<file path="src/rtl/uart_baud_ctrl.sv">
// uart_baud_ctrl: arbitrates, validates and applies baud changes with datapath drain and generator restart
module uart_baud_ctrl #(
  parameter int GEN_RST_CYC = 2,
  parameter int SETTLE_CYC = 16,
  parameter int DRAIN_TIMEOUT = 65535,
  parameter logic [16:0] RESET_BAUD = 17'd9600
) (
  input  logic        clk,
  input  logic        rst,
  input  logic [1:0]  req,
  input  logic [16:0] req_baud0,
  input  logic [16:0] req_baud1,
  output logic [1:0]  ack,
  output logic [1:0]  status,
  input  logic        tx_busy,
  input  logic        rx_busy,
  output logic        link_en,
  output logic [16:0] baud,
  output logic        gen_rst,
  output logic        ctrl_busy
);
  localparam int MX = DRAIN_TIMEOUT > GEN_RST_CYC ? (DRAIN_TIMEOUT > SETTLE_CYC ? DRAIN_TIMEOUT : SETTLE_CYC)
                                                  : (GEN_RST_CYC > SETTLE_CYC ? GEN_RST_CYC : SETTLE_CYC);
  localparam int CW = $clog2(MX + 1);
  typedef enum logic [2:0] {IDLE, CHECK, DRAIN, APPLY, SETTLE, DONE} state_t;
  state_t state, nxt;
  logic [CW-1:0] cnt;
  logic [16:0] pend_baud, pend_n;
  logic grant, grant_n, last_grant, last_n, supported;
  logic [1:0] st_n;
  assign supported = pend_baud inside {17'd4800, 17'd9600, 17'd14400, 17'd19200,
                                       17'd38400, 17'd57600, 17'd115200, 17'd128000};
  // next state, grant selection and completion status
  always_comb begin
    nxt = state;
    pend_n = pend_baud;
    grant_n = grant;
    last_n = last_grant;
    st_n = 2'b00;
    case (state)
      IDLE: if (|req) begin
        grant_n = &req ? ~last_grant : req[1];
        last_n = grant_n;
        pend_n = grant_n ? req_baud1 : req_baud0;
        nxt = CHECK;
      end
      CHECK: begin
        nxt = !supported ? DONE : pend_baud == baud ? DONE : DRAIN;
        st_n = supported ? 2'b00 : 2'b01;
      end
      DRAIN: if (!tx_busy && !rx_busy) nxt = APPLY;
             else if (cnt == CW'(DRAIN_TIMEOUT - 1)) begin
               nxt = DONE;
               st_n = 2'b10;
             end
      APPLY: nxt = cnt == CW'(GEN_RST_CYC - 1) ? SETTLE : APPLY;
      SETTLE: nxt = cnt == CW'(SETTLE_CYC - 1) ? DONE : SETTLE;
      DONE: nxt = IDLE;
      default: nxt = IDLE;
    endcase
  end
  // state, counters and registered outputs derived from the upcoming state
  always_ff @(posedge clk) begin
    if (rst) begin
      state <= IDLE;
      cnt <= '0;
      pend_baud <= RESET_BAUD;
      grant <= 1'b0;
      last_grant <= 1'b1;
      baud <= RESET_BAUD;
      link_en <= 1'b1;
      ack <= 2'b00;
      status <= 2'b00;
      gen_rst <= 1'b0;
      ctrl_busy <= 1'b0;
    end else begin
      state <= nxt;
      cnt <= (nxt != state || state == IDLE) ? '0 : cnt + 1'b1;
      pend_baud <= pend_n;
      grant <= grant_n;
      last_grant <= last_n;
      baud <= (nxt == APPLY && state != APPLY) ? pend_baud : baud;
      link_en <= !(nxt inside {DRAIN, APPLY, SETTLE});
      ack <= nxt == DONE ? (grant ? 2'b10 : 2'b01) : 2'b00;
      status <= nxt == DONE ? st_n : 2'b00;
      gen_rst <= nxt == APPLY;
      ctrl_busy <= nxt != IDLE;
    end
  end
endmodule

</file>
<file path="config.mk">
export PLATFORM = sky130hd
export DESIGN_NAME = uart_baud_ctrl
export DESIGN_NICKNAME = d
export VERILOG_FILES = /design/src/rtl/uart_baud_ctrl.sv
export SDC_FILE = /design/constraint.sdc
export NUM_CORES = 1
export LEC_CHECK = 0
export ABC_CLOCK_PERIOD_IN_PS = 2800
export CORE_ASPECT_RATIO = 1.25
export CORE_MARGIN = 2
export CORE_UTILIZATION = 40
export DETAILED_ROUTE_END_ITERATION = 10
export REMOVE_ABC_BUFFERS = 1
export SLEW_MARGIN = 5
export SYNTH_ARGS = -nofsm -noshare
export SYNTH_HDL_FRONTEND = slang
export SYNTH_SLANG_ARGS = --single-unit
</file>
<file path="constraint.sdc">
create_clock -name clk -period 2.8 [get_ports clk]
set_input_delay 0.28 -clock clk [delete_from_list [all_inputs] [get_ports clk]]
set_output_delay 0.28 -clock clk [all_outputs]
set_load 0.01 [all_outputs]
</file>
# Word-level counts from Yosys, hierarchy flattened
# Index checks and enable logic that the tools add are counted.
# word_totals
ff_bits	62
# op_classes
add_sub_neg	1
n_eq_ne	22
muxes	15
bitwise	2
reduce_logical	15
# ops
cell	n
$eq A17 B14 Y1 const B	2
$eq A17 B16 Y1 const B	2
$eq A17 B17 Y1 const B	2
$mux W3	6
$eq A17 B13 Y1 const B	1
$eq A17 B15 Y1 const B	1
$eq A17 B17 Y1	1
$mux W17	1
$add A16 B1 Y16 const B	1
$eq A16 B1 Y1 const B	1
$eq A16 B16 Y1 const B	1
$eq A16 B4 Y1 const B	1
$pmux W3 S5	1
$eq A3 B2 Y1 const B	4
$eq A3 B3 Y1 const B	3
$reduce_bool A8 Y1	1
$mux W2	3
$reduce_bool A3 Y1	2
$reduce_or A2 Y1	3
$pmux W2 S2	1
$reduce_and A2 Y1	2
$eq A3 B1 Y1 const B	1
$logic_not A1 Y1	3
$logic_not A3 Y1	1
other kinds (6)	10

# Longest topological paths before layout
# depth
word_depth	7
mapped_depth	9

# Worst setup path before layout
# OpenSTA, ideal clock, no wires.
# synth_timing
path_type	reg-to-reg
from	reg cnt[0]
to	reg cnt[7]
setup_time_ps	64
arrival_ps	1855
required_ps	2736
setup_slack_ps	881
stages_incl_launch_ff	9
path_buffers	1
period_less_slack_ps	1919
path_cell_list	dfxtp_1 -> ha_1 -> and3_1 -> nand4_1 -> a21oi_1 -> or2_2 -> a221o_2 -> buf_4 -> nor2_1
# synth_between
elab_chain_cells	7
elab_cells_between_ends	12
# synth_lines
item	line_no	text
from (decl)	27	logic [CW-1:0] cnt;
from (signal assigned)	78	cnt <= (nxt != state || state == IDLE) ? '0 : cnt + 1'b1;
$eq A16 B16 Y1	52	else if (cnt == CW'(DRAIN_TIMEOUT - 1)) begin
$mux W3	52	
$mux W3	51	DRAIN: if (!tx_busy && !rx_busy) nxt = APPLY;
$pmux W3 S5	40	case (state)
$ne A3 B3 Y1	78	
$logic_or A1 B1 Y1	78	
$reduce_or A2 Y1 (no line)	--	
# Parallel ways exist; a longest one is shown, timed or not.
# A chain may end at the register's enable or synchronous reset.

# Final worst setup path
# layout_timing
from	reg cnt[10]
to	reg ack[0]
# layout_between
elab_chain_cells	7
elab_cells_between_ends	11
# layout_lines
item	line_no	text
$eq A16 B16 Y1	52	
$mux W3	52	
$mux W3	51	
$pmux W3 S5 *	40	
$eq A3 B3 Y1 *	84	ack <= nxt == DONE ? (grant ? 2'b10 : 2'b01) : 2'b00;
$not A1 Y1 (no line) *	--	
$reduce_or A2 Y1 (no line) *	--	
to (signal assigned)	84	
to (decl)	13	output logic [1:0] ack,
# Mark *: on every way between the ends. The rest lies on a longest branch, timed or not.

==> metrics.md <==
| Metric | Value |
|---|---|
| DRC Markers | 0 |
| Switching share of power | 0.306 |
| Post-layout instance area | about 4400 µm² |
| Async SR Flop Fraction | 0 |
| CP max stage delay | around 0.6 ns |
| Syn. warnings | 0 |
| Synth cell types | 54 |
| Core ar. | 8610 µm² |
| Critical Path Stages | 6 |
| Post-Syn Area | between 3000 and 4000 µm² |
| CTS clock-pin slew for the worst setup and hold paths | approximately 0.070 ns |
| P_sw | about 0.71 mW |
| Number of antenna violations at the first check in global routing | 0 |
| Clk buf depth | 2 |
| Post-layout util | 0.512 |
| Layout cell share with drive strength beyond 1 | 0.0714 |
| Post-route setup TNS | 0 ns |
| Outcome | completed |
| Final period util | 0.836 |
| Worst-path fanout max | 18 |
| Most frequent cells in the layout | 63 x clkdlybuf4s50_1, 62 x dfxtp_1, 52 x nor2_1, 27 x nand2_1, 24 x nor2b_1 |
| Setup violators final | 0 |
| Cells along the critical path | nand4_1, nor4_4, nor3_2, o21ai_2, nand2_1, o32ai_1 |
| Nets@finish | between 500 and 600 |
| Area after DPL | between 4000 and 5000 µm² |
| CTS H-tree lvls | 3 |
| Final Max Tran Viols | 0 |
| Primary FF master, synth | dfxtp_1 |
| Leakage | 1.55 nW |
| Pwr/cell area | around 530 nW/µm² |
| Max Fclk | 427 MHz |
| Via count | approximately 3200 |
| Detailed Route WL | 9340 µm |
| Flop2flop setup slack | 0.46 ns |
| Reg2Reg Depth | 6 |
| Pin count of the biggest net entering global routing | 44 |
| Min Tclk post-route | 2.34 ns |
| Area growth, synth to finish | 25.5% |
| Arrival time at the worst endpoint | roughly 2.6 ns |
| # Post-CTS Setup Buffers | 0 |
| WHS Path Cells | 1 |
| Max-Cap Viols | 0 |
| Initial Utilization | 0.408 |
| CTS tree | built |
| Slowest CP cell | o21ai_2 |
| Final GP Congestion | between 0.8 and 0.9 |
| Setup WS post-layout | 0.459 ns |
| Synth area leader | dfxtp_1 |
| Inserted Clock Buffers | 9 |
| Post-Syn Instances | 421 |
| Buffers & Inverters on Critical Path | 0 |
| Max Clock Skew | between 0.01 and 0.015 ns |
| Chip Width | ~88 µm |
| Finished Layout Cells | a little under 600 |
| Post-CTS Hold Fix Bufs | 0 |
| Via density | 5.44 |
| Part of the power in combinational logic | 0.191 |
| Main area contributors after synthesis | dfxtp_1 35%, nor2_1 5.6%, xor2_1 5.5%, mux2i_1 4.8%, nor2b_1 4.3% |
| Critical Path RT | just over 3 ns |
| Final Hold Violating Endpoints | 0 |
| Top-area cell type share of the netlist area | 0.354 |
| Maximum vdd drop | around 0.34 mV |
| N_diodes | 0 |
| Vias in the first global route | roughly 3100 |
| Clock network fraction of total power | 0.359 |
| Num ports | 64 |
| PortBufs | 63 |
| WHS | 0.503 ns |
| Slew headroom | 0.494 |
| Type of the worst min-delay path | reg -> reg |
| Antenna-violating nets left | 0 |
| Startpoint Class | flop |
| Actual slew at the worst max-slew pin | about 0.76 ns |
| Flop pwr share | 0.451 |
| Sink Count | between 60 and 70 |
| 1st-iter DRT viols | 171 |
| Register bit total from synthesis | 62 |
| Crit Path Category | reg -> reg |
| Row count | 38 |
| # resized after CTS | 0 |
| First-pass GRT wire length | around 15000 µm |
| Crit-path leading delay family | compound AO/OA/AOI/OAI gates |
| Die area | roughly 9500 µm² |
| Unrepaired setup endpoints after global routing | false |
| Overall Power | about 2.3 mW |
| Sequential share of the synthesized area | 0.354 |
| Avg Cell Area, Syn | approximately 8.3 µm² |
| Int Pwr | around 1.6 mW |
| Setup crit end kind | flop |
| Remaining global-route overflow | 0 |
| Post-DR wirelength/cell | between 15 and 20 µm |
| Commonest non-fill, non-tap cell in the layout | clkdlybuf4s50_1 |
| Tot GR Track Use | 0.207 |
| Drt first pass iters | 4 |
| Placed Cells | slightly below 600 |
| EDFF count, synth | 0 |
| Place WS | slightly below 0.5 ns |
| Worst skew pair latency | 0.35 ns |
| Die Span Y | 109 µm |
| Hpwl dp | about 6700 µm |
| Root Buffer | clkbuf_8 |
-- power by group through the flow --
stage / Clock [mW] / Combinational, mW / Sequential [mW]
CTS: 0.851 / 0.445 / 1.05
floorplan: 0 / 0.276 / 1.03
global placement: 0 / 0.438 / 1.07
global route: 0.883 / 0.493 / 1.06
detailed placement: 0 / 0.442 / 1.07
finish: 0.832 / 0.443 / 1.05
-- metal layers --
layer	track usage	routed length, µm	vias to the layer above
met3	0.0348	431	18
met5	0	0	-
met4	0.0813	278	0
li1	-	-	1626
met2	0.369	4730	89
met1	0.246	3900	1511
-- worst reg2reg max path, delay by kind of cell, from the launching register on --
family,cells,cell delay [ns]
compound gates,2,0.91
simple gates,4,0.88
flops,1,0.44
-- synth_stat cells, drive strengths merged, types with 3 or more instances --
| cell | number |
|---|---|
| o32ai | 3 |
| nand2 | 28 |
| nor3 | 5 |
| nor2 | 52 |
| xor2 | 22 |
| nor4bb | 5 |
| inv | 5 |
| xnor2 | 10 |
| mux2i | 17 |
| and3b | 3 |
| a21oi | 7 |
| a211oi | 15 |
| buf | 10 |
| o211ai | 20 |
| and3 | 4 |
| nand4 | 24 |
| nor2b | 24 |
| clkbuf | 19 |
| ha | 3 |
| nand3 | 18 |
| o21a | 3 |
| nor4 | 13 |
| a31oi | 3 |
| o21ai | 22 |
| dfxtp | 62 |
| and2 | 3 |
-- registers in the layout (all words and copies together), names as in the netlist --
| signal | count |
|---|---|
| ack | 2 |
| baud | 17 |
| cnt | 16 |
| ctrl_busy | 1 |
| gen_rst | 1 |
| grant | 1 |
| last_grant | 1 |
| link_en | 1 |
| pend_baud | 17 |
| state | 3 |
| status | 2 |
-- worst paths after layout --
kind,from,to
setup / recovery,cnt[10],ack[0]
hold / removal,cnt[0],cnt[0]
setup reg to reg,cnt[10],ack[0]
hold reg to reg,cnt[0],cnt[0]
-- cells by family after synthesis --
family,Yosys count,share of synthesized area
AND/OR/NAND/NOR,189,0.296
AO/OA/AOI/OAI,82,0.162
flip-flops,62,0.354
buffers and inverters,36,0.0488
XOR/XNOR,32,0.0799
multiplexers,17,0.0485
adder cells (fa/ha/maj),3,0.0107
-- cell type report --
cell class / instances / area, µm²
clock inverters: 5 / 57.6
multi-input cells: 323 / 2100
clock buffers: 11 / 151
flip-flops and latches: 62 / 1240
repair buffers: 70 / 683
well taps: 120 / 150
inverters: 5 / 18.8
fillers: 819 / 4200
No activity file was read; power rests on OpenSTA's default activity.
